--- src/rtl/sa_skew_feeder_pkg.sv ---
// Shared types for the systolic-array skew feeder.
// Provides the Scalar lane type, array-size macros and the feeder FSM states.
`ifndef SYS_ARRAY_LEN
`define SYS_ARRAY_LEN 4
`endif
`ifndef SINGLE_WIDTH
`define SINGLE_WIDTH 32
`endif
`ifndef SINGLE
`define SINGLE logic [`SINGLE_WIDTH-1:0]
`endif

package sa_skew_feeder_pkg;

    localparam int ARRAY_LEN = `SYS_ARRAY_LEN;
    localparam int SW        = `SINGLE_WIDTH;

    typedef struct packed {
        logic [SW-1:0] data;
        logic          valid;
    } Scalar;

    typedef enum logic [2:0] {
        ST_IDLE  = 3'd0,
        ST_CLEAR = 3'd1,
        ST_FEED  = 3'd2,
        ST_FLUSH = 3'd3,
        ST_DRAIN = 3'd4,
        ST_DONE  = 3'd5
    } feeder_state_t;

endpackage

--- src/rtl/sa_skew_feeder_delay.sv ---
// skew_delay: fixed-length registered chain of Scalar stages.
// Ports: clk, rst_n (sync, active-low), d (Scalar in), q (Scalar out, DELAY cycles later).
module skew_delay
    import sa_skew_feeder_pkg::*;
#(
    parameter int DELAY = 1
) (
    input  logic  clk,
    input  logic  rst_n,
    input  Scalar d,
    output Scalar q
);

    Scalar stage [DELAY];

    always_ff @(posedge clk) begin
        if (!rst_n) begin
            for (int i = 0; i < DELAY; i++) begin
                stage[i] <= '0;
            end
        end else begin
            stage[0] <= d;
            for (int i = 1; i < DELAY; i++) begin
                stage[i] <= stage[i-1];
            end
        end
    end

    assign q = stage[DELAY-1];

endmodule

--- src/rtl/sa_skew_feeder.sv ---
// sa_skew_feeder: sequences one systolic tile (clear, feed, flush, drain, done)
// and re-times each accepted K-slice into the diagonal skew the array expects.
// Ports: clk, rst_n (sync, active-low), start/k_len (tile request), in_valid/in_ready
// with a_vec/b_vec (K-slice beat), row/column (skewed lanes to array), clear,
// array_ready (array empty), busy, done.
module sa_skew_feeder
    import sa_skew_feeder_pkg::*;
#(
    parameter int LEN = ARRAY_LEN,
    parameter int KW  = 8
) (
    input  logic          clk,
    input  logic          rst_n,
    input  logic          start,
    input  logic [KW-1:0] k_len,
    input  logic          in_valid,
    output logic          in_ready,
    input  logic [SW-1:0] a_vec [LEN],
    input  logic [SW-1:0] b_vec [LEN],
    output Scalar         row [LEN],
    output Scalar         column [LEN],
    output logic          clear,
    input  logic          array_ready,
    output logic          busy,
    output logic          done
);

    localparam int FW = $clog2(LEN + 1);

    feeder_state_t state, state_n;

    logic [KW-1:0] k_q;
    logic [KW-1:0] beat_cnt;
    logic [FW-1:0] flush_cnt;
    logic          hs;
    logic          last_beat;
    logic          flush_end;

    assign hs        = in_valid & in_ready;
    assign last_beat = hs && ((beat_cnt + KW'(1)) == k_q);
    assign flush_end = (flush_cnt == FW'(LEN - 1));

    always_ff @(posedge clk) begin
        if (!rst_n) begin
            state <= ST_IDLE;
        end else begin
            state <= state_n;
        end
    end

    always_ff @(posedge clk) begin
        if (!rst_n) begin
            k_q       <= '0;
            beat_cnt  <= '0;
            flush_cnt <= '0;
        end else begin
            if (state == ST_IDLE && start) begin
                k_q <= k_len;
            end
            if (state == ST_CLEAR) begin
                beat_cnt <= '0;
            end else if (hs) begin
                beat_cnt <= beat_cnt + KW'(1);
            end
            if (state == ST_FLUSH) begin
                flush_cnt <= flush_cnt + FW'(1);
            end else begin
                flush_cnt <= '0;
            end
        end
    end

    always_comb begin
        state_n  = state;
        in_ready = 1'b0;
        clear    = 1'b0;
        done     = 1'b0;
        busy     = 1'b1;
        unique case (state)
            ST_IDLE: begin
                busy = 1'b0;
                if (start) begin
                    // An empty tile skips the array entirely.
                    state_n = (k_len == '0) ? ST_DONE : ST_CLEAR;
                end
            end
            ST_CLEAR: begin
                clear   = 1'b1;
                state_n = ST_FEED;
            end
            ST_FEED: begin
                in_ready = 1'b1;
                if (last_beat) begin
                    state_n = ST_FLUSH;
                end
            end
            ST_FLUSH: begin
                if (flush_end) begin
                    state_n = ST_DRAIN;
                end
            end
            ST_DRAIN: begin
                if (array_ready) begin
                    state_n = ST_DONE;
                end
            end
            ST_DONE: begin
                done    = 1'b1;
                state_n = ST_IDLE;
            end
            default: begin
                state_n = ST_IDLE;
            end
        endcase
    end

    // Non-handshake cycles shift an all-zero bubble so both sides stay aligned.
    for (genvar i = 0; i < LEN; i++) begin : g_lane
        Scalar a_in;
        Scalar b_in;

        assign a_in.valid = hs;
        assign a_in.data  = hs ? a_vec[i] : '0;
        assign b_in.valid = hs;
        assign b_in.data  = hs ? b_vec[i] : '0;

        skew_delay #(.DELAY(i + 1)) u_row (
            .clk   (clk),
            .rst_n (rst_n),
            .d     (a_in),
            .q     (row[i])
        );

        skew_delay #(.DELAY(i + 1)) u_col (
            .clk   (clk),
            .rst_n (rst_n),
            .d     (b_in),
            .q     (column[i])
        );
    end

endmodule

--- config.mk ---
export PLATFORM = sky130hd
export DESIGN_NAME = sa_skew_feeder
export DESIGN_NICKNAME = d
export VERILOG_FILES = /design/src/rtl/sa_skew_feeder_pkg.sv /design/src/rtl/sa_skew_feeder_delay.sv /design/src/rtl/sa_skew_feeder.sv
export SDC_FILE = /design/constraint.sdc
export NUM_CORES = 1
export LEC_CHECK = 0
export CORE_MARGIN = 2
export CORE_UTILIZATION = 30
export DETAILED_ROUTE_END_ITERATION = 10
export REMOVE_ABC_BUFFERS = 1
export SYNTH_ARGS = -nofsm -noshare
export SYNTH_HDL_FRONTEND = slang
export SYNTH_SLANG_ARGS = --single-unit
--- constraint.sdc ---
create_clock -name clk -period 1.5 [get_ports clk]
set_input_delay 0.15 -clock clk [delete_from_list [all_inputs] [get_ports clk]]
set_output_delay 0.15 -clock clk [all_outputs]
set_load 0.01 [all_outputs]
# ---- Yosys cells after proc, flatten, opt, wreduce, memory -nomap -nowiden
# Memory sizes are Yosys's and may differ from the RTL's.
# Index checks and enable logic that the tools add are counted.
# Widths: inputs -> output; s select.
dict set report classes {
  n_addsub 2
  n_eq_ne 11
  reduce_logical 9
  n_mux 42
  bitwise_logic 20
}
# cell count
set ops {}
lappend ops {{$mux 33} 20}
lappend ops {{$mux 32} 8}
lappend ops {{$reduce_or 33->1} 2}
lappend ops {{$or 1x1->1} 18}
lappend ops {{$mux 3} 5}
lappend ops {{$pmux 3 s5} 1}
lappend ops {{$eq 3x2->1 const B} 3}
lappend ops {{$add 8x1->8 const B} 1}
lappend ops {{$eq 8x8->1} 1}
lappend ops {{$logic_not 8->1} 1}
lappend ops {{$mux 1} 8}
lappend ops {{$ne 2x2->1 const B} 4}
lappend ops {{$eq 3x3->1 const B} 2}
lappend ops {{$reduce_and 4->1} 1}
lappend ops {{$add 3x1->3 const B} 1}
lappend ops {{$eq 3x1->1 const B} 1}
lappend ops {{$logic_not 3->1} 1}
lappend ops {{$logic_and 1x1->1} 2}
lappend ops {{$reduce_and 2->1} 1}
lappend ops {{$reduce_or 2->1} 1}
lappend ops {{$and 1x1->1} 1}
lappend ops {{$not 1->1} 1}
dict set report word_totals {
  output_inout_bits 268
  n_memories 8
  input_bits 269
  ram_bits 660
  word_cells 96
  reg_bits 22
}
# memory depth word_bits rd rd_clocked_by_memory_dff write_ports line
set memory_table {}
lappend memory_table {{g_lane[3].u_col.stage} 4 33 4 0 4 sa_skew_feeder_delay.sv:14} ;# Scalar stage [DELAY];
lappend memory_table {{g_lane[3].u_row.stage} 4 33 4 0 4 sa_skew_feeder_delay.sv:14}
lappend memory_table {{g_lane[2].u_col.stage} 3 33 3 0 3 sa_skew_feeder_delay.sv:14}
lappend memory_table {{g_lane[2].u_row.stage} 3 33 3 0 3 sa_skew_feeder_delay.sv:14}
lappend memory_table {{g_lane[1].u_col.stage} 2 33 2 0 2 sa_skew_feeder_delay.sv:14}
lappend memory_table {{g_lane[1].u_row.stage} 2 33 2 0 2 sa_skew_feeder_delay.sv:14}
lappend memory_table {{+2 memories} n/a n/a n/a n/a n/a n/a}

# ---- Depth between registers and ports, before layout
dict set report logic_depth {
  ltp_word 6
  mapped_depth 6
  depth_no_buf 6
}

# ---- Modules after synthesis
# A second synthesis with hierarchy kept.
dict set report hier_totals {
  hier_cells 1981
  area_unflattened_um2 21943.5
}
# module n_inst seq_area_each_um2 cells_per_inst area_per_inst_um2
set modules_own_cells {}
lappend modules_own_cells {{skew_delay at g_lane[3].u_col ...} 2 2642.5 278 3594.7}
lappend modules_own_cells {{skew_delay at g_lane[2].u_col ...} 2 1981.9 241 2907.8}
lappend modules_own_cells {{skew_delay at g_lane[1].u_col ...} 2 1321.3 172 2048.2}
lappend modules_own_cells {sa_skew_feeder 1 440.4 461 2995.4}
lappend modules_own_cells {{skew_delay at g_lane[0].u_col ...} 2 660.6 69 923.4}

# ---- Worst setup path before layout
# OpenSTA, ideal clock, no wires.
dict set report synth_path {
  kind {flip-flop to flip-flop}
  from {register beat_cnt[0]}
  to {register state[0]}
  path_stages_with_launch 7
  synth_period_minus_slack_ns 1.652
  path_slack_ns -0.152
  arrival_ns 1.567
  t_required_ns 1.416
  path_buffers 0
  setup_ns 0.084
  path_cell_list {dfxtp_1 -> ha_1 -> nand3_1 -> or2_2 -> a32oi_1 -> o311ai_0 -> o31ai_2}
}
dict set report synth_via {
  elab_chain_len 5
}
# element line
set synth_lines {}
lappend synth_lines {{start, declared} sa_skew_feeder.sv:33} ;# logic [KW-1:0] beat_cnt;
lappend synth_lines {{start signal, assigned} sa_skew_feeder.sv:63} ;# beat_cnt <= beat_cnt + KW'(1);
lappend synth_lines {{$add 8x1->8} sa_skew_feeder.sv:40} ;# assign last_beat = hs && ((beat_cnt + KW'(1)) == k_q);
lappend synth_lines {{$eq 8x8->1} sa_skew_feeder.sv:40}
lappend synth_lines {{$logic_and 1x1->1} sa_skew_feeder.sv:40}
lappend synth_lines {{$ne 2x2->1 (no line)} n/a}
lappend synth_lines {{$reduce_and 4->1 (no line)} n/a}
lappend synth_lines {{end signal, assigned} sa_skew_feeder.sv:47} ;# state <= state_n;
lappend synth_lines {{end, declared} sa_skew_feeder.sv:30} ;# feeder_state_t state, state_n;
# No other way between the ends.
# A chain may end at the register's enable or synchronous reset.

# ---- Final worst setup path
dict set report layout_path {
  from {register state[2]}
  to {output port in_ready}
}
dict set report layout_via {
  elab_chain_len 2
}
# element line
set layout_lines {}
lappend layout_lines {{$eq 3x2->1} sa_skew_feeder.sv:79} ;# unique case (state)
lappend layout_lines {{$mux 1} sa_skew_feeder.sv:79}
lappend layout_lines {{end, declared} sa_skew_feeder.sv:17} ;# output logic in_ready,
# No other way between the ends.

==> run summary <==
RSZ-0062 raised after global routing - yes
Die Span Y - 258.8 um
core area - 64,350 um2
Post-Layout Inst Area - 27,260 um2
placed insts - 2,862
I/O pin count - 537
width of the die - 258.8 um
number of instances in the synthesized netlist - 1,667
count of final hold-check violations - 0
cells traversed along the worst timing path - buf_6, nor3b_4, buf_4, buf_6
final wirelength - 44,740 um
total power - 0.03741 W
Post-synth top flop - dfxtp_1
clock transition at the registers of the reported paths - 0.06 ns
Post-DRT Antenna Nets - 0
delay of the slowest cell on the worst path - 0.37 ns
worst setup path category - reg -> out
highest clock rate - 609.8 MHz
initial standard-cell utilization of the core - 30.28%
outcome - finished, violations left
number of nets in the layout - 2,360
largest driver fanout on the critical path - 5
minimum clock period after layout - 1.640 ns
number of clock sinks seen by CTS - 666
Peak supply drop - 0.9968 mV
PortBufs - 536
final routed DRC violation total - 0
global-route wire length before repair - 67,270 um
pin count of the biggest net entering global routing - 230
Hold Path Depth - 5
Total Die Area - 67,000 um2
EDFF count, synth - 0
arrival time at the worst endpoint - 1.49 ns
total of endpoints with negative setup slack in the final report - 7
via density per instance - 4.041
area share of the leading cell type in the synthesized netlist - 68.43%
total power divided by cell area - 1372 nW/um2
share of layout cells above drive strength 1 - 9.388%
top cell type by total area after synthesis - dfxtp_1
H-tree depth - 3
vias in the first global route - 12.35k
largest cells by area after synthesis - dfxtp_1, and2_1, and3_1, buf_4, clkbuf_1
total routing usage reported by global routing - 12.79%
Fin Clk Skew - 0.02107 ns
total gr overflow - 0
Final HPWL DP - 30,120 um
number of DRC violations after detailed-routing iteration 0 - 410
maximum clock path buffer count - 3
cell seen most often among critical-path stages - buf_6
Synth-to-Final Area Change - 39.94%
Min-Delay Path Class - in -> reg
Mapped Area - 19,480 um2
crit path launch type - flop
Yosys warning total - 0
Via Count - 12.12k
Async SR Flop Fraction - 0%
number of distinct standard cells referenced by the synthesized netlist - 40
Routability Congestion - 0.8317
final max-slew violation count - 0
max_cap viols - 0
violated checks - setup timing
clock insertion delay at the later pin of the skew report - 0.60 ns
Placement Rows - 93
Util after Layout - 42.37%
Seq cells post-synth - 666
Root Buffer Master - clkbuf_16
Slew Limit Headroom - 51.21%
1st-pass router iterations - 4
number of cells on the worst reg-to-reg path - 6
Area after DPL - 24,960 um2
post-synthesis area per instance - 11.69 um2
kind of capture point of the worst setup path - primary output
most common cell after layout, fill and taps aside - dfxtp_1
clock buffer count from CTS - 72
actual transition at the worst max-transition pin - 0.7319 ns
clock tree from TritonCTS - yes
Worst EP required - 1.35 ns
final cycle utilization of the critical path - 109.3%
WL per Instance - 14.92 um
source of the critical timing path - state[2]
top library cells by usage in the layout, fill and taps aside - dfxtp_1, and2_1, clkdlybuf4s50_1, dlygate4sd2_1, and3_1
Hold Path Origin - rst_n
initial antenna violation count - 5
Critical Path Slowest Stage Cell - dfxtp_4
source of the worst register-to-register timing path - beat_cnt[0]
Final WS setup - -0.1398 ns
Finished Layout Cells - 2,999
Leak Pwr - 13.08 nW
part of the Yosys area used for sequential elements - 68.43%
## timing repair
item	CTS	global route
endpoints found under the setup margin	290	157
pin swaps	3	9
endpoints found under the hold margin	0	0
hold buffers	0	0
resized for setup	304	27
buffers inserted	2	4
cloned	0	1
## power breakdown
part	leakage, nW	switching [W]	internal [W]
Clock	1.19	0.00713	0.0107
Combinational	6.52	0.000635	0.000971
Sequential	5.38	0.0000652	0.0179
Total	13.1	0.00783	0.0296
## metal layers
layer | share of wire [%] | track usage, % | up-vias
met5 | 0.089 | 0 | -
met4 | 3.5 | 5.443 | 6
met3 | 7.5 | 4.763 | 100
met2 | 49 | 22.30 | 342
met1 | 40 | 13.87 | 5648
li1 | - | - | 6022
## critical path, delay by kind of cell, from the launching register on
| kind | cells | cell delay [ns] |
|---|---|---|
| AND/OR/NAND/NOR | 1 | 0.17 |
| buffers and inverters | 3 | 0.35 |
| flip-flops | 1 | 0.37 |
## cell usage after synthesis, drive strengths merged (4+ instances only)
cell / number
dfxtp: 666
and2: 388
and3: 257
buf: 139
clkbuf: 101
nand2: 27
a21oi: 13
nor2: 11
xnor2: 11
inv: 6
nand3: 5
o21ai: 5
nor3: 4
## cells by family after synthesis
kind of cell | after synthesis | synth area share, %
and+or+nand+nor | 710 | 22.42
buffers and inverters | 246 | 7.366
DFF | 666 | 68.43
adders and majority gates | 3 | 0.1927
muxes | 1 | 0.05780
xor gates and xnor gates | 14 | 0.6294
AOI/OAI and AO/OA | 27 | 0.8991
## registers in the layout (all words and copies together), names as in the netlist
signal	cells
g_lane.u_row.stage	322
flush_cnt	3
k_q	8
beat_cnt	8
g_lane.u_col.stage	322
state	3
## stage by stage
| step | worst slack, ns | TNS (ns) | hold slack [ns] |
|---|---|---|---|
| floorplan | -1.706 | -302.91 | 0.2681 |
| global placement | -0.2576 | -31.70 | 0.4084 |
| detailed placement | -0.1978 | -35.44 | 0.4132 |
| CTS | -0.1874 | -0.5656 | 0.04337 |
| global route | -0.2210 | -1.222 | 0.03649 |
| finish | -0.1398 | -0.5989 | 0.05811 |
## worst paths after layout
check	slack, ns	endpoint
max reg2reg	-0.12	state[0]
max	-0.14	in_ready
min reg2reg	0.42	flush_cnt[0]
min	0.06	state[0]
## layout make-up
type | instances | area [um2]
clock inverter | 28 | 362.8
clock buffer | 99 | 2054
inverter | 6 | 22.52
timing repair buffer | 587 | 5585
fill | 6091 | 37080
antenna | 3 | 7.507
multi-input combinational | 755 | 4810
tap | 855 | 1070
sequential | 666 | 13350
No activity file was read; power rests on OpenSTA's default activity.
==> RTL edit 1, RTL diff (config.mk and constraints unchanged) <==
Re-encode `feeder_state_t` (6 states) as Gray code, 3 bits wide.
--- a/src/rtl/sa_skew_feeder_pkg.sv
+++ b/src/rtl/sa_skew_feeder_pkg.sv
@@ -22,10 +22,10 @@
 
     typedef enum logic [2:0] {
-        ST_IDLE  = 3'd0,
-        ST_CLEAR = 3'd1,
-        ST_FEED  = 3'd2,
-        ST_FLUSH = 3'd3,
-        ST_DRAIN = 3'd4,
-        ST_DONE  = 3'd5
+        ST_IDLE  = 3'b000,
+        ST_CLEAR = 3'b001,
+        ST_FEED  = 3'b011,
+        ST_FLUSH = 3'b010,
+        ST_DRAIN = 3'b110,
+        ST_DONE  = 3'b111
     } feeder_state_t;
 
Behaviour: no difference found for any inputs over 4 cycles, from zero or initial values and one cycle with rst_n low; so few cycles prove little.
==> RTL edit 1 against the unedited design <==
Sequential cell count stayed put. The flow still finishes with violations (negative setup slack). Worst setup slack better by 0.096 ns. Combinational power is 14% lower. Total power fell by 0.34%. Final area grew 0.13%. Clock skew decreased by 0.00079 ns. Final cell count unchanged. Via count down 0.93%. Synthesized area fell by 0.13%. Global-route usage is 0.16 points lower. Highest routed layer unchanged. Routed wire length decreased by 0.91%.
==> RTL edit 1: results (changes against the unedited design) <==
[global_routing]
antenna_found_initial = 3  ; was 5
grt.total_usage = 0.126  ; was 0.128
grt_pass1_vias = 12000  ; was 12300
grt_pass1_wl_um = 66300  ; was 67300 µm
grt_max_degree = 132  ; was 230

[critical_path]
crit_fanout = 5  ; unchanged
worstSetupStartpoint = state[0]  ; was state[2]
r2r_start = state[2]  ; was beat_cnt[0]
crit_arrival_ns = 1.39  ; was 1.49 ns

[layout]
final_nets = 2359  ; was 2360
n_fill_cell = 6095  ; was 6091
drive_gt1_frac = 0.0915  ; was 0.0939
top_regs = g_lane.u_col.stage x322, g_lane.u_row.stage x322  ; unchanged

[detailed_routing]
routed_wl_um = 44300  ; was 44700 µm
via_per_inst = 4.00  ; was 4.04
drt_pre_antenna_iters = 4  ; unchanged
drt_iter0_drc = 553  ; was 410

[clock_network]
cts.path.max_buffers = 3  ; unchanged
clk_latency_ns = 0.59
htree_levels = 3  ; unchanged
clkSlewWorstSetupHoldPaths_ns = 0.06  ; about the same
cts-buffers-inserted = 71  ; was 72
clock-root-buffer = clkbuf_16  ; unchanged

[logic_synthesis]
yosysWarnings = 0  ; unchanged
ys_types = 34  ; was 40
synth_common_cells = dfxtp_1, and2_1, and3_1, buf_4, clkbuf_1  ; unchanged
ys_seq_area_frac = 0.685  ; was 0.684
synth_area_leaders = dfxtp_1, and2_1, and3_1  ; unchanged
async_reset_ff_frac = 0  ; unchanged

[sta]
setup_slack_ns = -0.0434  ; was -0.140 ns
fin_skew_ns = 0.0203  ; was 0.0211 ns
setup-violations-final = 3  ; was 7
timing.slew.headroom = 0.714  ; was 0.512

[min_path]
hp-start = b_vec[28]  ; was rst_n
hold_path.class = in -> reg  ; unchanged

[placement]
io_buffers = 536  ; unchanged
hpwlAfterDp_um = 30500  ; was 30100 µm
gp_congestion = 0.828  ; was 0.832

[outcome]
violations = negative setup slack  ; unchanged
status = finished with violations  ; unchanged

[power]
leakage_nw = 13.0  ; was 13.1 nW
ir_worst_vdd_mv = 0.713  ; was 0.997 mV

[RTL edit 1: final cells by class]
class,count,share of cell area
Antenna cell,2,0.000183
Clock buffer,102,0.0760
Clock inverter,26,0.0142
Inverter,5,0.000687
Multi-Input combinational cell,752,0.173
Sequential cell,666,0.489
Tap cell,855,0.0392
Timing Repair Buffer,591,0.208
[RTL edit 1: metrics by stage]
| stage | setup TNS, ns | worst slack (ns) | std cells | total power, mW | cell area, µm² |
|---|---|---|---|---|---|
| floorplan | -657.18 | -2.77 | 1423 | 18.4 | 18000 |
| global placement | -3.15 | -0.121 | 2857 | 19.6 | 24900 |
| detailed placement | -0.770 | -0.0731 | 2857 | 19.6 | 24900 |
| CTS | -0.284 | -0.0841 | 2990 | 37.9 | 27100 |
| global route | -1.33 | -0.118 | 2997 | 38.8 | 27300 |
| finish | -0.0827 | -0.0434 | 2999 | 37.3 | 27300 |
[RTL edit 1: worst max-delay path, stage by stage (launching register included)]
cell and delay (ns):
dfxtp_4 0.38, buf_6 0.12, nand2b_4 0.07, nor2_2 0.10
buf_2 0.15
[RTL edit 1: kinds of logic (layout without fill, tap and decap cells)]
| group | count (synthesis) | after routing | synth area share |
|---|---|---|---|
| AND/OR/NAND/NOR | 710 | 710 | 0.222 |
| flip-flops | 666 | 666 | 0.685 |
| buffers and inverters | 246 | 724 | 0.0761 |
| AO/OA/AOI/OAI | 22 | 22 | 0.00669 |
| XOR/XNOR | 16 | 16 | 0.00720 |
| adder cells (fa/ha/maj) | 3 | 3 | 0.00193 |
| multiplexers | 1 | 1 | 0.000514 |
| other | 0 | 2 | 0 |
[RTL edit 1: path summary, 6_finish.rpt]
check,endpoint,depth (start not counted),slack (ns)
worst max-delay path,clear,4,-0.04
worst min-delay path,g_lane[3].u_col.stage[0][29],2,0.15
worst max register to register,g_lane[2].u_row.stage[0][22],7,0.01
worst min register to register,g_lane[3].u_row.stage[3][17],1,0.41
[RTL edit 1: what timing repair did]
item | in CTS | in global routing
endpoints found under the setup margin | 269 | 84
endpoints found under the hold margin | 7 | 0
hold buffers | 1 | 0
resized for setup | 303 | 17
cloned | 0 | 3
buffers inserted | 4 | 4
pin swaps | 5 | 4
[RTL edit 1: per-layer routing]
metal  global-route usage  vias to the layer above  wire length, µm
met5                    0                        -               23
met3               0.0459                       78             3360
met1                0.143                     5539            18400
met2                0.217                      377            21600
li1                     -                     6007                -
met4               0.0472                        4             1040
[RTL edit 1: report_power, final]
part           internal, mW  switching, mW
combinational         0.868          0.511
sequential             17.8         0.0469
clock                  11.1           6.96
total                  29.8           7.52
==> RTL edit 2, RTL diff (same settings) <==
Made on the original files. `KW`: 8 -> 10.
--- a/src/rtl/sa_skew_feeder.sv
+++ b/src/rtl/sa_skew_feeder.sv
@@ -8,5 +8,5 @@
 #(
     parameter int LEN = ARRAY_LEN,
-    parameter int KW  = 8
+    parameter int KW  = 10
 ) (
     input  logic          clk,
Ports: changed (resized k_len); port bits go from 537 to 539. The function was not compared with the original's and may differ.
==> RTL edit 2 against the unedited design <==
The run still ends with negative setup slack left. Routed wire length rose by 3.9%. Final area grew 2.3%. Worst setup slack improved by 0.054 ns. Die area rose by 1.6%. Total power up 1.2%. Sequential cell count grew 4. Synthesized cell count is 1.8% higher. Synthesized area grew 1.6%.
==> RTL edit 2: results (changes against the unedited design) <==
[outcome]
violations = negative setup slack  ; unchanged
status = finished with violations  ; unchanged

[clock_network]
post_cts_buffers = 4  ; was 2
htree_levels = 3  ; unchanged
cts_hold_buf = 1  ; was 0

[global_routing]
grt_pass1_wl_um = 67700  ; was 67300 µm
grt.total_usage = 0.128  ; about the same
grt_pass1_vias = 12300  ; about the same
antenna_found_initial = 6  ; was 5
grt_max_degree = 189  ; was 230

[sta]
tightest_slew_ns = 0.577  ; was 0.732 ns
holdWs_ns = 0.143  ; was 0.0581 ns
setup_slack_ns = -0.0859  ; was -0.140 ns
tns_ns = -5.91  ; was -0.599 ns
setup-violations-final = 199  ; was 7
fin_skew_ns = 0.0148  ; was 0.0211 ns

[critical_path]
reg2reg_slack_ns = -0.07  ; was -0.12 ns
crit_fanout = 4  ; was 5
worstReg2RegEnd = g_lane[0].u_col.stage[0][21]  ; was state[0]
crit_arrival_ns = 1.44  ; was 1.49 ns

[power]
seq_power_share = 0.478  ; was 0.480
leakage_nw = 13.3  ; was 13.1 nW
clkPwrFrac = 0.476  ; was 0.477
internal-power_mw = 30.0  ; was 29.6 mW

[layout]
n_fill_cell = 6180  ; was 6091

[placement]
hpwlAfterDp_um = 31700  ; was 30100 µm
gp_congestion = 0.822  ; was 0.832
postPlaceCellArea_um2 = 25300  ; was 25000 µm²
pre_cts_slack_ns = -0.194  ; was -0.198 ns
dp.cells = 2899  ; was 2862

[detailed_routing]
via_per_inst = 4.07  ; was 4.04
routed_wl_um = 46500  ; was 44700 µm
drt_iter0_drc = 595  ; was 410

[min_path]
hp-start = a_vec[127]  ; was rst_n
whs_path_depth = 2  ; was 5

[logic_synthesis]
syn-instance-count = 1697  ; was 1667
synth_common_cells = dfxtp_1, and2_1, and3_1, buf_4, clkbuf_1  ; unchanged
ys_types = 41  ; was 40
ys_seq_area_frac = 0.678  ; was 0.684
synth_area_leaders = dfxtp_1, and2_1, and3_1  ; unchanged

## RTL edit 2: cell count changes after synthesis, moves of 6 or more
cell,delta
nor2_1,+6
xor2_1,+10
a21oi_1,-13
clkbuf_1,-26
nand4_1,+9
a21boi_0,+10
clkbuf_2,+24
## RTL edit 2: area by class of cell
cell class	instances	area [µm²]	share of cell area
inverters	3	11.3	0.000404
flip-flops and latches	670	13400	0.481
repair buffers	608	5930	0.213
well taps	864	1080	0.0387
multi-input cells	777	4970	0.178
diodes	3	7.51	0.000269
clock buffers	103	2080	0.0745
clock inverters	25	385	0.0138
## RTL edit 2: cells by family after synthesis
family | synth area share
AOI/OAI and AO/OA | 0.00866
xor gates and xnor gates | 0.0111
and+or+nand+nor | 0.224
buffers and inverters | 0.0761
adders and majority gates | 0.00190
DFF | 0.678
muxes | 0.000506
## RTL edit 2: metal layers
| metal | vias to the layer above | wire, µm | global-route usage |
|---|---|---|---|
| li1 | 6154 | - | - |
| met1 | 5757 | 18100 | 0.142 |
| met2 | 396 | 22600 | 0.217 |
| met3 | 106 | 4210 | 0.0521 |
| met4 | 8 | 1530 | 0.0556 |
| met5 | - | 52 | 0 |
## RTL edit 2: how the worst max path moves through the flow
stage / startpoint / end / slack (ns) / cells after the start
6_report: state[1] / busy / -0.09 / 4
5_1_grt: state[1] / busy / -0.16 / 4
4_1_cts: state[2] / in_ready / -0.23 / 3
3_5_place_dp: k_len[9] / state[2] / -0.19 / 5
3_3_place_gp: k_len[9] / state[2] / -0.16 / 5
2_1_floorplan: state[1] / beat_cnt[9] / -3.06 / 5
## RTL edit 2: critical path, cell delays in order (launching register included)
cell     delay [ns]
dfxtp_4        0.35
buf_6          0.12
nor3_4         0.21
inv_2          0.05
buf_6          0.12
